## src/rtl/vga_timing_gen.sv

```systemverilog
// -----------------------------------------------------------------------------
// vga_timing_gen
//   Raster timing generator for the VGA output path, running on the divided
//   25 MHz pixel clock. Default timing is 640x480 @ 60 Hz (800x525 total).
//
//   A horizontal counter h_cnt steps every clock and wraps at H_TOTAL-1. On that
//   wrap the vertical counter v_cnt steps, and it wraps itself at V_TOTAL-1. A
//   small horizontal-phase FSM (visible / front porch / sync / back porch) runs
//   in lockstep with h_cnt. Every output is a registered decode of the current
//   counter values, so all outputs share the same one-clock latency: after
//   edge N+1 they describe counter value N.
//
// Ports
//   clk          in   1   pixel clock
//   rst_n        in   1   asynchronous active-low reset
//   hsync        out  1   horizontal sync, active level SYNC_POL
//   vsync        out  1   vertical sync, active level SYNC_POL
//   video_on     out  1   current pixel lies inside the visible area
//   x, y         out  CW  current pixel column / row
//   line_start   out  1   one-clock pulse at x==0
//   frame_start  out  1   one-clock pulse at x==0, y==0
//   red/green/blue out 8  colour-bar test pattern (VGA_TEST_PATTERN_EN only)
//
// Build option
//   VGA_TEST_PATTERN_EN : adds the red/green/blue ports and eight vertical
//   colour bars (white, yellow, cyan, green, magenta, red, blue, black), each
//   H_VISIBLE/8 pixels wide. Timing outputs are identical in both builds.
// -----------------------------------------------------------------------------
module vga_timing_gen #(
   parameter int   H_VISIBLE = 640,
   parameter int   H_FRONT   = 16,
   parameter int   H_SYNC    = 96,
   parameter int   H_BACK    = 48,
   parameter int   V_VISIBLE = 480,
   parameter int   V_FRONT   = 10,
   parameter int   V_SYNC    = 2,
   parameter int   V_BACK    = 33,
   parameter logic SYNC_POL  = 1'b0,
   parameter int   CW        = 10
) (
   input  logic          clk,
   input  logic          rst_n,
   output logic          hsync,
   output logic          vsync,
   output logic          video_on,
   output logic [CW-1:0] x,
   output logic [CW-1:0] y,
   output logic          line_start,
   output logic          frame_start
`ifdef VGA_TEST_PATTERN_EN
   ,
   output logic [7:0]    red,
   output logic [7:0]    green,
   output logic [7:0]    blue
`endif
);

   localparam int H_TOTAL = H_VISIBLE + H_FRONT + H_SYNC + H_BACK;
   localparam int V_TOTAL = V_VISIBLE + V_FRONT + V_SYNC + V_BACK;

   localparam logic [CW-1:0] ONE_C       = CW'(1);
   localparam logic [CW-1:0] ZERO_C      = CW'(0);
   localparam logic [CW-1:0] H_LAST_C    = CW'(H_TOTAL - 1);
   localparam logic [CW-1:0] H_VIS_END_C = CW'(H_VISIBLE - 1);
   localparam logic [CW-1:0] H_FP_END_C  = CW'(H_VISIBLE + H_FRONT - 1);
   localparam logic [CW-1:0] H_SYN_END_C = CW'(H_VISIBLE + H_FRONT + H_SYNC - 1);
   localparam logic [CW-1:0] V_LAST_C    = CW'(V_TOTAL - 1);
   localparam logic [CW-1:0] V_VIS_C     = CW'(V_VISIBLE);
   localparam logic [CW-1:0] VS_START_C  = CW'(V_VISIBLE + V_FRONT);
   localparam logic [CW-1:0] VS_END_C    = CW'(V_VISIBLE + V_FRONT + V_SYNC);

   typedef enum logic [1:0] {
      H_VIS = 2'd0,
      H_FP  = 2'd1,
      H_SYN = 2'd2,
      H_BP  = 2'd3
   } h_state_t;

   logic [CW-1:0] h_cnt_r, v_cnt_r;
   logic [CW-1:0] h_cnt_nxt_s, v_cnt_nxt_s;
   h_state_t      h_state_r, h_state_nxt_s, h_state_exp_s;

   logic          hsync_r, vsync_r, video_on_r, line_start_r, frame_start_r;
   logic [CW-1:0] x_r, y_r;
   logic          hsync_nxt_s, vsync_nxt_s, video_on_nxt_s;
   logic          line_start_nxt_s, frame_start_nxt_s;

   // Raster counters and horizontal phase register
   always_ff @(posedge clk or negedge rst_n) begin
      if (!rst_n) begin
         h_cnt_r   <= ZERO_C;
         v_cnt_r   <= ZERO_C;
         h_state_r <= H_VIS;
      end else begin
         h_cnt_r   <= h_cnt_nxt_s;
         v_cnt_r   <= v_cnt_nxt_s;
         h_state_r <= h_state_nxt_s;
      end
   end

   // Next counter values; ">=" lets a corrupted counter fall back into range
   always_comb begin
      h_cnt_nxt_s = h_cnt_r + ONE_C;
      v_cnt_nxt_s = v_cnt_r;
      if (h_cnt_r >= H_LAST_C) begin
         h_cnt_nxt_s = ZERO_C;
         if (v_cnt_r >= V_LAST_C) begin
            v_cnt_nxt_s = ZERO_C;
         end else begin
            v_cnt_nxt_s = v_cnt_r + ONE_C;
         end
      end else begin
         h_cnt_nxt_s = h_cnt_r + ONE_C;
      end
   end

   // Horizontal phase FSM: each phase is left on the last count it covers
   always_comb begin
      h_state_nxt_s = h_state_r;
      case (h_state_r)
         H_VIS: begin
            if (h_cnt_r == H_VIS_END_C) h_state_nxt_s = H_FP;
            else                        h_state_nxt_s = H_VIS;
         end
         H_FP: begin
            if (h_cnt_r == H_FP_END_C) h_state_nxt_s = H_SYN;
            else                       h_state_nxt_s = H_FP;
         end
         H_SYN: begin
            if (h_cnt_r == H_SYN_END_C) h_state_nxt_s = H_BP;
            else                        h_state_nxt_s = H_SYN;
         end
         H_BP: begin
            if (h_cnt_r >= H_LAST_C) h_state_nxt_s = H_VIS;
            else                     h_state_nxt_s = H_BP;
         end
         default: h_state_nxt_s = H_VIS;
      endcase
   end

   // Output decode of the current counter values (registered below)
   always_comb begin
      hsync_nxt_s       = ~SYNC_POL;
      vsync_nxt_s       = ~SYNC_POL;
      video_on_nxt_s    = 1'b0;
      line_start_nxt_s  = 1'b0;
      frame_start_nxt_s = 1'b0;
      if (h_state_r == H_SYN) hsync_nxt_s = SYNC_POL;
      else                    hsync_nxt_s = ~SYNC_POL;
      if ((v_cnt_r >= VS_START_C) && (v_cnt_r < VS_END_C)) vsync_nxt_s = SYNC_POL;
      else                                                  vsync_nxt_s = ~SYNC_POL;
      if ((h_state_r == H_VIS) && (v_cnt_r < V_VIS_C)) video_on_nxt_s = 1'b1;
      else                                             video_on_nxt_s = 1'b0;
      if (h_cnt_r == ZERO_C) begin
         line_start_nxt_s  = 1'b1;
         frame_start_nxt_s = (v_cnt_r == ZERO_C);
      end else begin
         line_start_nxt_s  = 1'b0;
         frame_start_nxt_s = 1'b0;
      end
   end

   // Timing output registers
   always_ff @(posedge clk or negedge rst_n) begin
      if (!rst_n) begin
         hsync_r       <= ~SYNC_POL;
         vsync_r       <= ~SYNC_POL;
         video_on_r    <= 1'b0;
         x_r           <= ZERO_C;
         y_r           <= ZERO_C;
         line_start_r  <= 1'b0;
         frame_start_r <= 1'b0;
      end else begin
         hsync_r       <= hsync_nxt_s;
         vsync_r       <= vsync_nxt_s;
         video_on_r    <= video_on_nxt_s;
         x_r           <= h_cnt_r;
         y_r           <= v_cnt_r;
         line_start_r  <= line_start_nxt_s;
         frame_start_r <= frame_start_nxt_s;
      end
   end

   assign hsync       = hsync_r;
   assign vsync       = vsync_r;
   assign video_on    = video_on_r;
   assign x           = x_r;
   assign y           = y_r;
   assign line_start  = line_start_r;
   assign frame_start = frame_start_r;

`ifdef VGA_TEST_PATTERN_EN
   localparam logic [CW-1:0] BAR_W_C = CW'(H_VISIBLE / 8);

   logic [CW-1:0] bar_idx_s;
   logic [2:0]    bar_mask_s;   // {red, green, blue} on/off
   logic [7:0]    red_r, green_r, blue_r;

   // Colour-bar selection; forced black outside the visible area
   always_comb begin
      bar_idx_s  = h_cnt_r / BAR_W_C;
      bar_mask_s = 3'b000;
      if (video_on_nxt_s) begin
         case (bar_idx_s)
            CW'(0):  bar_mask_s = 3'b111;   // white
            CW'(1):  bar_mask_s = 3'b110;   // yellow
            CW'(2):  bar_mask_s = 3'b011;   // cyan
            CW'(3):  bar_mask_s = 3'b010;   // green
            CW'(4):  bar_mask_s = 3'b101;   // magenta
            CW'(5):  bar_mask_s = 3'b100;   // red
            CW'(6):  bar_mask_s = 3'b001;   // blue
            default: bar_mask_s = 3'b000;   // black
         endcase
      end else begin
         bar_mask_s = 3'b000;
      end
   end

   // Colour registers, aligned with the timing outputs
   always_ff @(posedge clk or negedge rst_n) begin
      if (!rst_n) begin
         red_r   <= 8'h00;
         green_r <= 8'h00;
         blue_r  <= 8'h00;
      end else begin
         red_r   <= bar_mask_s[2] ? 8'hFF : 8'h00;
         green_r <= bar_mask_s[1] ? 8'hFF : 8'h00;
         blue_r  <= bar_mask_s[0] ? 8'hFF : 8'h00;
      end
   end

   assign red   = red_r;
   assign green = green_r;
   assign blue  = blue_r;
`endif

   // Phase implied by h_cnt, used only to cross-check the FSM
   always_comb begin
      h_state_exp_s = H_BP;
      if (h_cnt_r <= H_VIS_END_C)      h_state_exp_s = H_VIS;
      else if (h_cnt_r <= H_FP_END_C)  h_state_exp_s = H_FP;
      else if (h_cnt_r <= H_SYN_END_C) h_state_exp_s = H_SYN;
      else                             h_state_exp_s = H_BP;
   end

   // The horizontal FSM must always agree with h_cnt
   a_h_state_matches_cnt : assert property (
      @(posedge clk) disable iff (!rst_n) (h_state_r == h_state_exp_s));

endmodule
```

## config.mk

```make
export PLATFORM = sky130hd
export DESIGN_NAME = vga_timing_gen
export DESIGN_NICKNAME = d
export VERILOG_FILES = /design/src/rtl/vga_timing_gen.sv
export SDC_FILE = /design/constraint.sdc
export NUM_CORES = 1
export LEC_CHECK = 0
export BUFFER_PORTS_ARGS = -buffer_cell sky130_fd_sc_hd__buf_2
export CORE_MARGIN = 3
export CORE_UTILIZATION = 50
export DETAILED_ROUTE_END_ITERATION = 10
export HOLD_SLACK_MARGIN = 0.06
export PLACE_DENSITY = 0.77
export SYNTH_ARGS = -nofsm -noshare
export SYNTH_HDL_FRONTEND = slang
export SYNTH_SLANG_ARGS = --single-unit
```

## constraint.sdc

```tcl
create_clock -name clk -period 1.7 [get_ports clk]
set_input_delay 0 -clock clk [delete_from_list [all_inputs] [get_ports clk]]
set_output_delay 0 -clock clk [all_outputs]
set_load 0.02 [all_outputs]
```

* After elaboration in Yosys (flattened, before gate mapping)
Cells that the tools add are included.
** Word-level totals
- Word-level logic and storage cells :: 40
- Register bits after elaboration :: 47
- Output and inout bits :: 25
** Operators by class
- Order comparisons :: 5
- Reduce and logical (&&, ||, !) cells :: 5
- $add $sub $neg :: 2
- Mux-type cells :: 12
- Equality and inequality tests :: 6
** Operator list (count)
- 10-bit == test, second input constant :: 3
- 10-bit by 1-bit adder with 10-bit output, second input constant :: 2
- 10-bit >= comparator, second input constant :: 2
- 10-bit logical NOT :: 2
- 10-bit by 9-bit < comparator with 1-bit output, second input constant :: 2
- 10-bit two-way mux :: 2
- 10-bit by 9-bit >= comparator with 1-bit output, second input constant :: 1
- 2-bit one-hot mux with 4 select lines :: 1
- 1-bit two-way mux :: 7
- 2-bit == test, second input constant :: 2
- 2-bit two-way mux :: 2
- 2-bit by 1-bit == test with 1-bit output, second input constant :: 1
- 1-bit logical AND :: 2
- 2-bit logical NOT :: 1

* Logic depth before layout (Yosys ltp)
Gate-level depths: netlist of run 1.
- Depth after elaboration :: 3
- Gate-level depth with buffers :: 6

* Least setup slack after synthesis of run 1
Ideal clock, no wire load.
- Kind :: register to register
- Start :: reg v_cnt_r[7]
- End :: reg v_cnt_r[7]
- Arrival :: 1.677 ns
- Stages on the path, launching flop included :: 6
- Buffers on the path :: 1
- Setup slack :: -0.043 ns
- Clock period less this slack :: 1.743 ns
- Cells stage by stage :: dfrtp_1 -> or4_4 -> o31a_4 -> nor2b_4 -> buf_6 -> a41o_1
** Between the ends
- Word-level cells in the longest chain between the ends :: 2
** RTL lines
- from (decl) :: RTL line 79 : logic [CW-1:0] h_cnt_r, v_cnt_r;
- from (signal assigned) :: RTL line 96 : v_cnt_r <= v_cnt_nxt_s;
- 10-bit by 1-bit adder with 10-bit output or 10-bit >= comparator (tied branches) :: RTL line 110, 107
- 10-bit two-way mux (*) :: RTL line 107 : if (v_cnt_r >= V_LAST_C) begin
Mark *: on every way between the ends. The rest lies on a longest branch, timed or not.
A chain may end at the register's enable or synchronous reset.

* Worst setup path in the final report of run 1
Ends and elaborated chain as after synthesis.

==> flow_metrics.tcl, run 1 <==
set metrics [dict create \
    status "finished, violations left" \
    violations "negative setup slack" \
    ir_drop_uv 599 \
    syn-cell-area_sq_um 1880 \
    worstSetupStartpoint "v_cnt_r[7]" \
    num_rows 21 \
    critPathMaxFanout 5 \
    setup_viol 1 \
    fin_ws_ns -0.0147 \
    start_util_pct 54.3 \
    cp_num_buf_inv 0 \
    antenna_left 0 \
    h-tree-depth 2 \
    postSynthAreaPerCell_sq_um 12.4 \
    crit_path_end_kind "flip-flop" \
    area_delta_synth_final_pct 25.9 \
    synthCells 152 \
    holdCritPathClass "in -> async" \
    die_w_microns 67.4 \
    maxCapViolCount 0 \
    final_cell_mix "dfrtp_1, buf_2, buf_4" \
    io_buffer_count 26 \
    period_minus_slack_ns 1.71 \
    coreArea_sq_um 3470 \
    fin_nets 210 \
    dp.final_hpwl_microns 2550 \
    path_clk_slew_ns 0.08 \
    io_pins 27 \
    crit_arrival_ns 1.95 \
    r2r-start "v_cnt_r[7]" \
    cp-start-kind "flip-flop" \
    worst_slew_pin_slew_ns 0.426 \
    drt-vias-per-instance 5.33 \
    grt.total_usage_pct 19.7 \
    dr.pass1.iters 4 \
    cpPeakStageDelay_ns 0.56 \
    grt_pass1_wl_microns 6410 \
    antenna_found_initial 0 \
    clk_latency_ns 0.30 \
    fmax_mhz 583 \
    gp_congestion 0.819 \
    ys_seq_elements 47 \
    cts_tree "done" \
    rsz0062_at_grt "yes" \
    grt_start_max_net_pins 48 \
    seq_area_frac_synth_pct 62.6 \
    synth_edf_count 0 \
    clock_skew_ns 0.00306 \
    cts-root-buf "clkbuf_8" \
    async_flop_share_pct 100 \
    slew_headroom_pct 71.4 \
    critPathKind "reg -> reg" \
    worst_hold_slack_ns 0.206 \
    cp_cell_sequence "or4_4, o31a_4, nor2b_4, a41o_1" \
    finish.utilization_pct 68.3 \
    cts_buffer_depth 2 \
    drtIter0Drc 76 \
    dieArea_sq_um 4540 \
    cts_sinks 47 \
    final_cells 251 \
    wirelength_microns 3830 \
    min_period_over_period_pct 101 \
    cp.required_ns 1.94 \
    slew_viol_final 0 \
    p_leak_nw 1.22 \
    synth_warnings 0 \
    drive_above_1_share_pct 34.1 \
    die_y_microns 67.4 \
    ys.flop_type "dfrtp_1" \
    critPathTopFamily "simple AND/OR/NAND/NOR gates" \
    overflow 0 \
    syn-num-nets 158 \
    vias 1338 \
    drc_errors 0 \
    numCtsBuffers 5 \
    power_per_cell_area_nw_per_um2 787 \
    grt_pass1_vias 1320 \
    final_common_cell "dfrtp_1" \
    hold_violations 0 \
    synth.distinct_cells 41 \
    n_antenna_cell 0 \
    routedWlPerCell_microns 15.3 \
    dp_cells 237 \
    cpMaxStageDelayCell "or4_4" \
]
[flip-flops by register name, summed over array words and instances, names as in the netlist]
name	cells
x	10
line_start	1
video_on	1
hsync	1
h_state_r	2
h_cnt_r	10
vsync	1
v_cnt_r	10
y	10
frame_start	1
[power breakdown]
group / switching (W) / internal (W)
clock network: 0.000350 / 0.000371
registers: 0 / 0.00112
logic: 0.0000209 / 0.00000716
total: 0.000371 / 0.00150
[worst min-delay path: cells and delay by family]
family / cells / cell delay (ns)
buffers and inverters: 3 / 0.88
[Yosys cell counts (2+ instances only)]
cell type	n	area share [%]
xor2_1	5	2.3
dfrtp_1	45	60
nand4_1	4	1.3
and3_1	4	1.3
nor2b_1	8	2.7
o22ai_1	2	0.66
dfstp_2	2	2.8
ha_1	4	2.7
inv_1	7	1.4
o21ai_0	6	1.6
a21o_1	2	0.80
nor3_1	3	0.80
and4_1	4	1.9
xnor2_1	2	0.93
nand3_1	3	0.80
and2_1	3	1.0
clkbuf_1	2	0.40
buf_2	2	0.53
a22o_1	5	2.3
a21oi_1	3	0.80
nor2_1	10	2.0
nand2_1	5	1.0
nor4_1	3	1.0
[cells by family (layout without fill, tap and decap cells)]
kind of cell	Yosys count	count (layout)	share of synthesized area, %
AO/OA/AOI/OAI	27	28	10.9
flip-flops	47	47	62.6
adder cells (fa/ha/maj)	4	4	2.66
XOR/XNOR	7	7	3.26
AND/OR/NAND/NOR	55	56	17.6
buffers and inverters	12	63	2.93
[layout make-up]
cell class | count | area (sq um)
inverter | 7 | 26.3
multi-input combinational | 95 | 689
clock buffer | 8 | 100
fill | 275 | 1100
tap | 46 | 57.6
timing repair buffer | 48 | 318
sequential | 47 | 1180
[routing by layer]
layer | part of all wire, % | wire (microns) | GRT usage [%]
met2 | 50 | 1910 | 30.9
met3 | 4.9 | 186 | 4.33
met1 | 43 | 1660 | 25.7
met4 | 2.0 | 78 | 9.87
met5 | 0 | 0 | 0
[worst paths after layout]
check	end	slack (ns)	cells past startpoint
worst max-delay path	v_cnt_r[7]	-0.01	4
min in group clk	x[9]	0.43	0
max in group asynchronous	vsync	1.22	3
worst min register to register	x[9]	0.43	0
worst min-delay path	x[6]	0.21	3
worst max register to register	v_cnt_r[7]	-0.01	4
[what timing repair did]
action,CTS,global route
pin swaps,1,4
hold buffers,1,0
hold endpoints to repair,47,0
cloned,2,0
buffers inserted,0,3
endpoints found under the setup margin,11,11
gates resized for setup,4,9
[metrics by stage]
step	setup WS (ns)	cell area [sq um]	TNS (ns)	power (W)
6_report	-0.0147	2370	-0.0147	0.00187
5_1_grt	-0.0495	2370	-0.224	0.00194
4_1_cts	-0.00441	2330	-0.00441	0.00189
3_3_place_gp	-0.0301	2190	-0.0458	0.00117
3_5_place_dp	-0.0784	2190	-0.342	0.00117
2_1_floorplan	0.00874	1880	0	0.00114
Note: power is estimated with default switching activity, not from simulation.
==> run 2, diff against run 1 <==
- ABC_AREA: not set -> 1
- CAP_MARGIN: not set -> 20
==> flow_metrics.tcl, run 2 <==
set metrics [dict create \
    final_common_cell "dfrtp_1" \
    fin_area_sq_um 2310 \
    vias 1496 \
    path_clk_slew_ns 0.08 \
    cts_sinks 47 \
    synth_top_cell_by_area "dfrtp_1" \
    p_leak_nw 1.20 \
    clock_skew_ns 0.00611 \
    numCtsBuffers 5 \
    crit_arrival_ns 1.68 \
    gp_congestion 0.833 \
    worst_slew_pin_slew_ns 0.431 \
    period_minus_slack_ns 1.50 \
    slew_viol_final 0 \
    cts_buffer_depth 2 \
    dp.final_hpwl_microns 2540 \
    dieArea_sq_um 4740 \
    cts_tree "done" \
    ir_drop_uv 618 \
    antenna_left 0 \
    fin_ws_ns 0.195 \
    synth_commonest_cells "dfrtp_1, nand2_1, inv_1" \
    synth.distinct_cells 25 \
    cpMaxStageDelayCell "dfrtp_1" \
    final_cell_mix "dfrtp_1, nand2_1, buf_2" \
    antenna_found_initial 0 \
    dr.pass1.iters 4 \
    wirelength_microns 3640 \
    drtIter0Drc 128 \
    syn-cell-area_sq_um 1980 \
    die_y_microns 68.9 \
    worst_hold_slack_ns 0.207 \
    ys.flop_type "dfrtp_1" \
    clockPowerShare_pct 40.0 \
    r2r_setup_slack_ns 0.20 \
    grt.total_usage_pct 17.5 \
    worstSetupStartpoint "v_cnt_r[0]" \
    grt_pass1_vias 1282 \
    grt_start_max_net_pins 48 \
    internal-power_w 0.00156 \
    cp_cell_sequence "ha_1, inv_1, nor2_1, xor2_1, inv_1, nand3_1, o21ai_1" \
    ys_seq_elements 47 \
    synthCells 204 \
    power_per_cell_area_nw_per_um2 825 \
    r2r-start "v_cnt_r[0]" \
    slew_headroom_pct 71.2 \
    drc_errors 0 \
    synth_most_common_cell "dfrtp_1" \
    synth_warnings 0 \
    crit_path_end_kind "flip-flop" \
    place_worst_setup_slack_ns 0.209 \
    setup_viol 0 \
    switching_share_pct 18.5 \
    hold_violations 0 \
    min_period_over_period_pct 88.5 \
    fillers 345 \
    postSynthAreaPerCell_sq_um 9.69 \
    critPathKind "reg -> reg" \
    cts-root-buf "clkbuf_8" \
    maxCapViolCount 0 \
    cpPeakStageDelay_ns 0.51 \
    num_rows 22 \
    status "completed" \
    die_w_microns 68.9 \
    seq_area_frac_synth_pct 59.6 \
    switchingPower_w 0.000354 \
    area_delta_synth_final_pct 17.1 \
    synth.area.top_cells "dfrtp_1, nand2_1, nand3_1, inv_1, nor2_1" \
    cp-start-kind "flip-flop" \
    synth_top_area_share_pct 57.0 \
    rsz0062_at_grt "no" \
    tns_ns 0 \
    synth_edf_count 0 \
    reg2reg_depth 7 \
    n_antenna_cell 0 \
    clk_latency_ns 0.29 \
    drt-vias-per-instance 5.16 \
    syn-num-nets 210 \
    io_buffer_count 26 \
    coreArea_sq_um 3740 \
    overflow 0 \
    start_util_pct 52.8 \
    power_frac_comb_pct 1.5 \
    critPathMaxFanout 8 \
    drive_above_1_share_pct 19.4 \
    cp.required_ns 1.87 \
    grt_pass1_wl_microns 5990 \
    crit_top_cell "inv_1" \
    h-tree-depth 2 \
    holdCritPathClass "in -> async" \
    fmax_mhz 665 \
    routedWlPerCell_microns 12.6 \
    place_area_sq_um 2200 \
    async_flop_share_pct 100 \
    pwr-share-seq_pct 58.5 \
    io_pins 27 \
    post_cts.repair.setup_buffers 0 \
    fin_nets 248 \
]
-- run 2: cell types whose count changed after synthesis, sizes merged, moves of 8 or more --
| cell | previous run | this run |
|---|---|---|
| nand2 | 5 | 39 |
| nand3 | 3 | 23 |
| inv | 7 | 25 |
| nor2 | 10 | 23 |
| nor2b | 9 | 0 |
| o21ai | 6 | 14 |
-- run 2: worst paths after layout --
path	end
max in group asynchronous	hsync
min in group clk	y[8]
hold reg to reg	y[8]
setup reg to reg	v_cnt_r[4]
setup / recovery	v_cnt_r[4]
hold / removal	x[7]
-- run 2: critical path, delay by kind of cell (launching register included) --
kind,cells,cell delay [ns]
fa+ha+maj,1,0.26
flops,1,0.51
compound gates,1,0.07
simple gates,2,0.27
xor+xnor,1,0.16
buf+inv,2,0.13
-- run 2: layout make-up --
cell class | instances | area [sq um] | area share [%]
multi-input cells | 130 | 682 | 29.5
inverters | 25 | 93.8 | 4.05
clock inverters | 1 | 30.0 | 1.30
well taps | 48 | 60.1 | 2.59
repair buffers | 33 | 198 | 8.54
flip-flops and latches | 47 | 1180 | 50.9
clock buffers | 6 | 72.6 | 3.14
-- run 2: cell families after synthesis --
kind of cell / after synthesis / share of synthesized area [%]
XOR/XNOR: 3 / 1.33
flip-flops: 47 / 59.6
AND/OR/NAND/NOR: 99 / 23.7
AO/OA/AOI/OAI: 24 / 6.96
buffers and inverters: 27 / 5.89
adder cells (fa/ha/maj): 4 / 2.53
-- run 2: power groups by stage --
| stage | Sequential, W | Clock (W) | Combinational (W) |
|---|---|---|---|
| 3_5_place_dp | 0.00114 | 0 | 0.0000282 |
| 2_1_floorplan | 0.00114 | 0 | 0.000000000374 |
| 5_1_grt | 0.00112 | 0.000825 | 0.0000331 |
| 6_report | 0.00112 | 0.000763 | 0.0000281 |
| 3_3_place_gp | 0.00114 | 0 | 0.0000279 |
| 4_1_cts | 0.00112 | 0.000786 | 0.0000299 |
-- run 2: per-stage QoR --
stage                     total power, W  instances  utilization, %
after floorplan                  0.00114        204               -
after global placement           0.00117        282            58.8
after detailed placement         0.00117        282            58.8
after CTS                        0.00193        290            61.8
after global routing             0.00198        290            61.8
final                            0.00191        290            61.8
-- run 2: timing repair --
action,in CTS,in global routing
hold buffers,1,0
setup endpoints to repair,0,0
hold endpoints to repair,47,0
gates resized for setup,0,0
-- run 2: per-layer routing --
metal,track usage (%),up-vias,part of all wire [%]
met1,25.4,691,43
met2,25.5,63,47
met5,0,-,0
met4,5.84,0,1.7
met3,4.38,4,8.3
li1,-,738,-
==> run 3, diff against run 2 <==
--- a/config.mk
+++ b/config.mk
@@ -9,5 +9,5 @@
 export BUFFER_PORTS_ARGS = -buffer_cell sky130_fd_sc_hd__buf_2
 export CAP_MARGIN = 20
-export CORE_MARGIN = 3
+export CORE_MARGIN = 1
 export CORE_UTILIZATION = 50
 export DETAILED_ROUTE_END_ITERATION = 10
==> constraint.sdc (replaced) <==
create_clock -name clk -period 1.7 [get_ports clk]
set_input_delay 0.51 -clock clk [delete_from_list [all_inputs] [get_ports clk]]
set_output_delay 0.51 -clock clk [all_outputs]
set_load 0.02 [all_outputs]
==> flow_metrics.tcl, run 3 (same netlist as run 2, synthesis figures left out) <==
set metrics [dict create \
    status "completed" \
    slew_headroom_pct 68.8 \
    min_period_over_period_pct 88.7 \
    hold_violations 0 \
    p_leak_nw 1.18 \
    wirelength_microns 3640 \
    die_w_microns 64.9 \
    fin_ws_ns 0.192 \
    numCtsBuffers 5 \
    cp.required_ns 1.89 \
    drt-vias-per-instance 5.23 \
    cpPeakStageDelay_ns 0.50 \
    grt_start_max_net_pins 35 \
    n_antenna_cell 0 \
    path_clk_slew_ns 0.08 \
    critPathTopFamily "simple AND/OR/NAND/NOR gates" \
    ir_drop_uv 438 \
    cts_tree "done" \
    antenna_left 0 \
    io_buffer_count 26 \
    worst_slew_pin_slew_ns 0.468 \
    die_y_microns 64.9 \
    clock_skew_ns 0.00902 \
    clk_latency_ns 0.30 \
    critPathMaxFanout 8 \
    drc_errors 0 \
    cts-root-buf "clkbuf_8" \
    cpMaxStageDelayCell "dfrtp_1" \
    crit_path_end_kind "flip-flop" \
    drtIter0Drc 85 \
    gp_congestion 0.874 \
    holdCritPathClass "in -> async" \
    place_worst_setup_slack_ns 0.220 \
    rsz0062_at_grt "no" \
    drive_above_1_share_pct 19.2 \
    overflow 0 \
    cts_sinks 47 \
    vias 1505 \
    routedWlPerCell_microns 12.6 \
    setup_viol 0 \
    h-tree-depth 2 \
    tns_ns 0 \
    period_minus_slack_ns 1.51 \
    final_cell_mix "dfrtp_1, nand2_1, buf_2" \
    area_delta_synth_final_pct 14.9 \
    cp_num_buf_inv 1 \
    cp_cell_sequence "ha_1, inv_1, nor2_1, nand3_1, nand2_1, nand2_1, nand3_1, o21ai_1" \
    maxCapViolCount 0 \
    fin_nets 245 \
    fmax_mhz 663 \
    grt_pass1_vias 1469 \
    dr.pass1.iters 5 \
    holdBufCountCts 0 \
    fillers 317 \
    coreArea_sq_um 3720 \
    num_rows 22 \
    final_cells 288 \
    critPathKind "reg -> reg" \
    start_util_pct 53.2 \
    cp-start-kind "flip-flop" \
    fin_total_pwr_w 0.00179 \
    crit_arrival_ns 1.70 \
    cts_resized 0 \
    final_common_cell "dfrtp_1" \
    power_per_cell_area_nw_per_um2 788 \
    antenna_found_initial 0 \
    dp_cells 280 \
    dieArea_sq_um 4210 \
    post_cts.repair.setup_buffers 0 \
    dp.final_hpwl_microns 2640 \
    slew_viol_final 0 \
    grt_pass1_wl_microns 6550 \
    finish.utilization_pct 61.1 \
    cts_buffer_depth 2 \
    grt.total_usage_pct 21.0 \
    io_pins 27 \
]
## run 3: cell count changes in the layout (fill, tap and decap cells not counted), sizes merged
cell	change
buf	-2
dlygate4sd3	-1
clkinvlp	+1
bufinv	-1
clkinv	+1
## run 3: power by group
part           switching [W]  internal [W]
clock               0.000359      0.000287
combinational      0.0000212    0.00000546
sequential                 0       0.00112
total               0.000380       0.00141
## run 3: routing by layer
layer  vias to the layer above  GRT usage, %  share of wire, %
met5                         -             0                 0
met4                         0          11.1               2.8
met3                         7          5.11               4.6
met2                        33          32.8                47
met1                       728          27.0                46
li1                        737             -                 -
## run 3: final cells by class
type | count | area, sq um | share of cell area, %
timing repair buffer | 30 | 173 | 7.60
clock buffer | 6 | 72.6 | 3.19
inverter | 25 | 93.8 | 4.13
clock inverter | 2 | 12.5 | 0.551
sequential | 47 | 1180 | 51.9
multi-input combinational | 130 | 682 | 30.0
tap | 48 | 60.1 | 2.64
## run 3: worst paths after layout
check | start | to | slack [ns] | depth (start not counted)
setup / recovery | v_cnt_r[0] | v_cnt_r[8] | 0.19 | 8
min in group clk | v_cnt_r[8] | y[8] | 0.44 | 0
hold reg to reg | v_cnt_r[8] | y[8] | 0.44 | 0
setup reg to reg | v_cnt_r[0] | v_cnt_r[8] | 0.19 | 8
max in group asynchronous | rst_n | hsync | 1.06 | 2
hold / removal | rst_n | v_cnt_r[7] | 0.10 | 1
## run 3: per-stage QoR
| step | cell area [sq um] | hold slack [ns] |
|---|---|---|
| final | 2270 | 0.103 |
| after global routing | 2270 | 0.122 |
| after floorplan | 1980 | 0.214 |
| after CTS | 2270 | 0.104 |
| after global placement | 2190 | 0.414 |
| after detailed placement | 2190 | 0.419 |
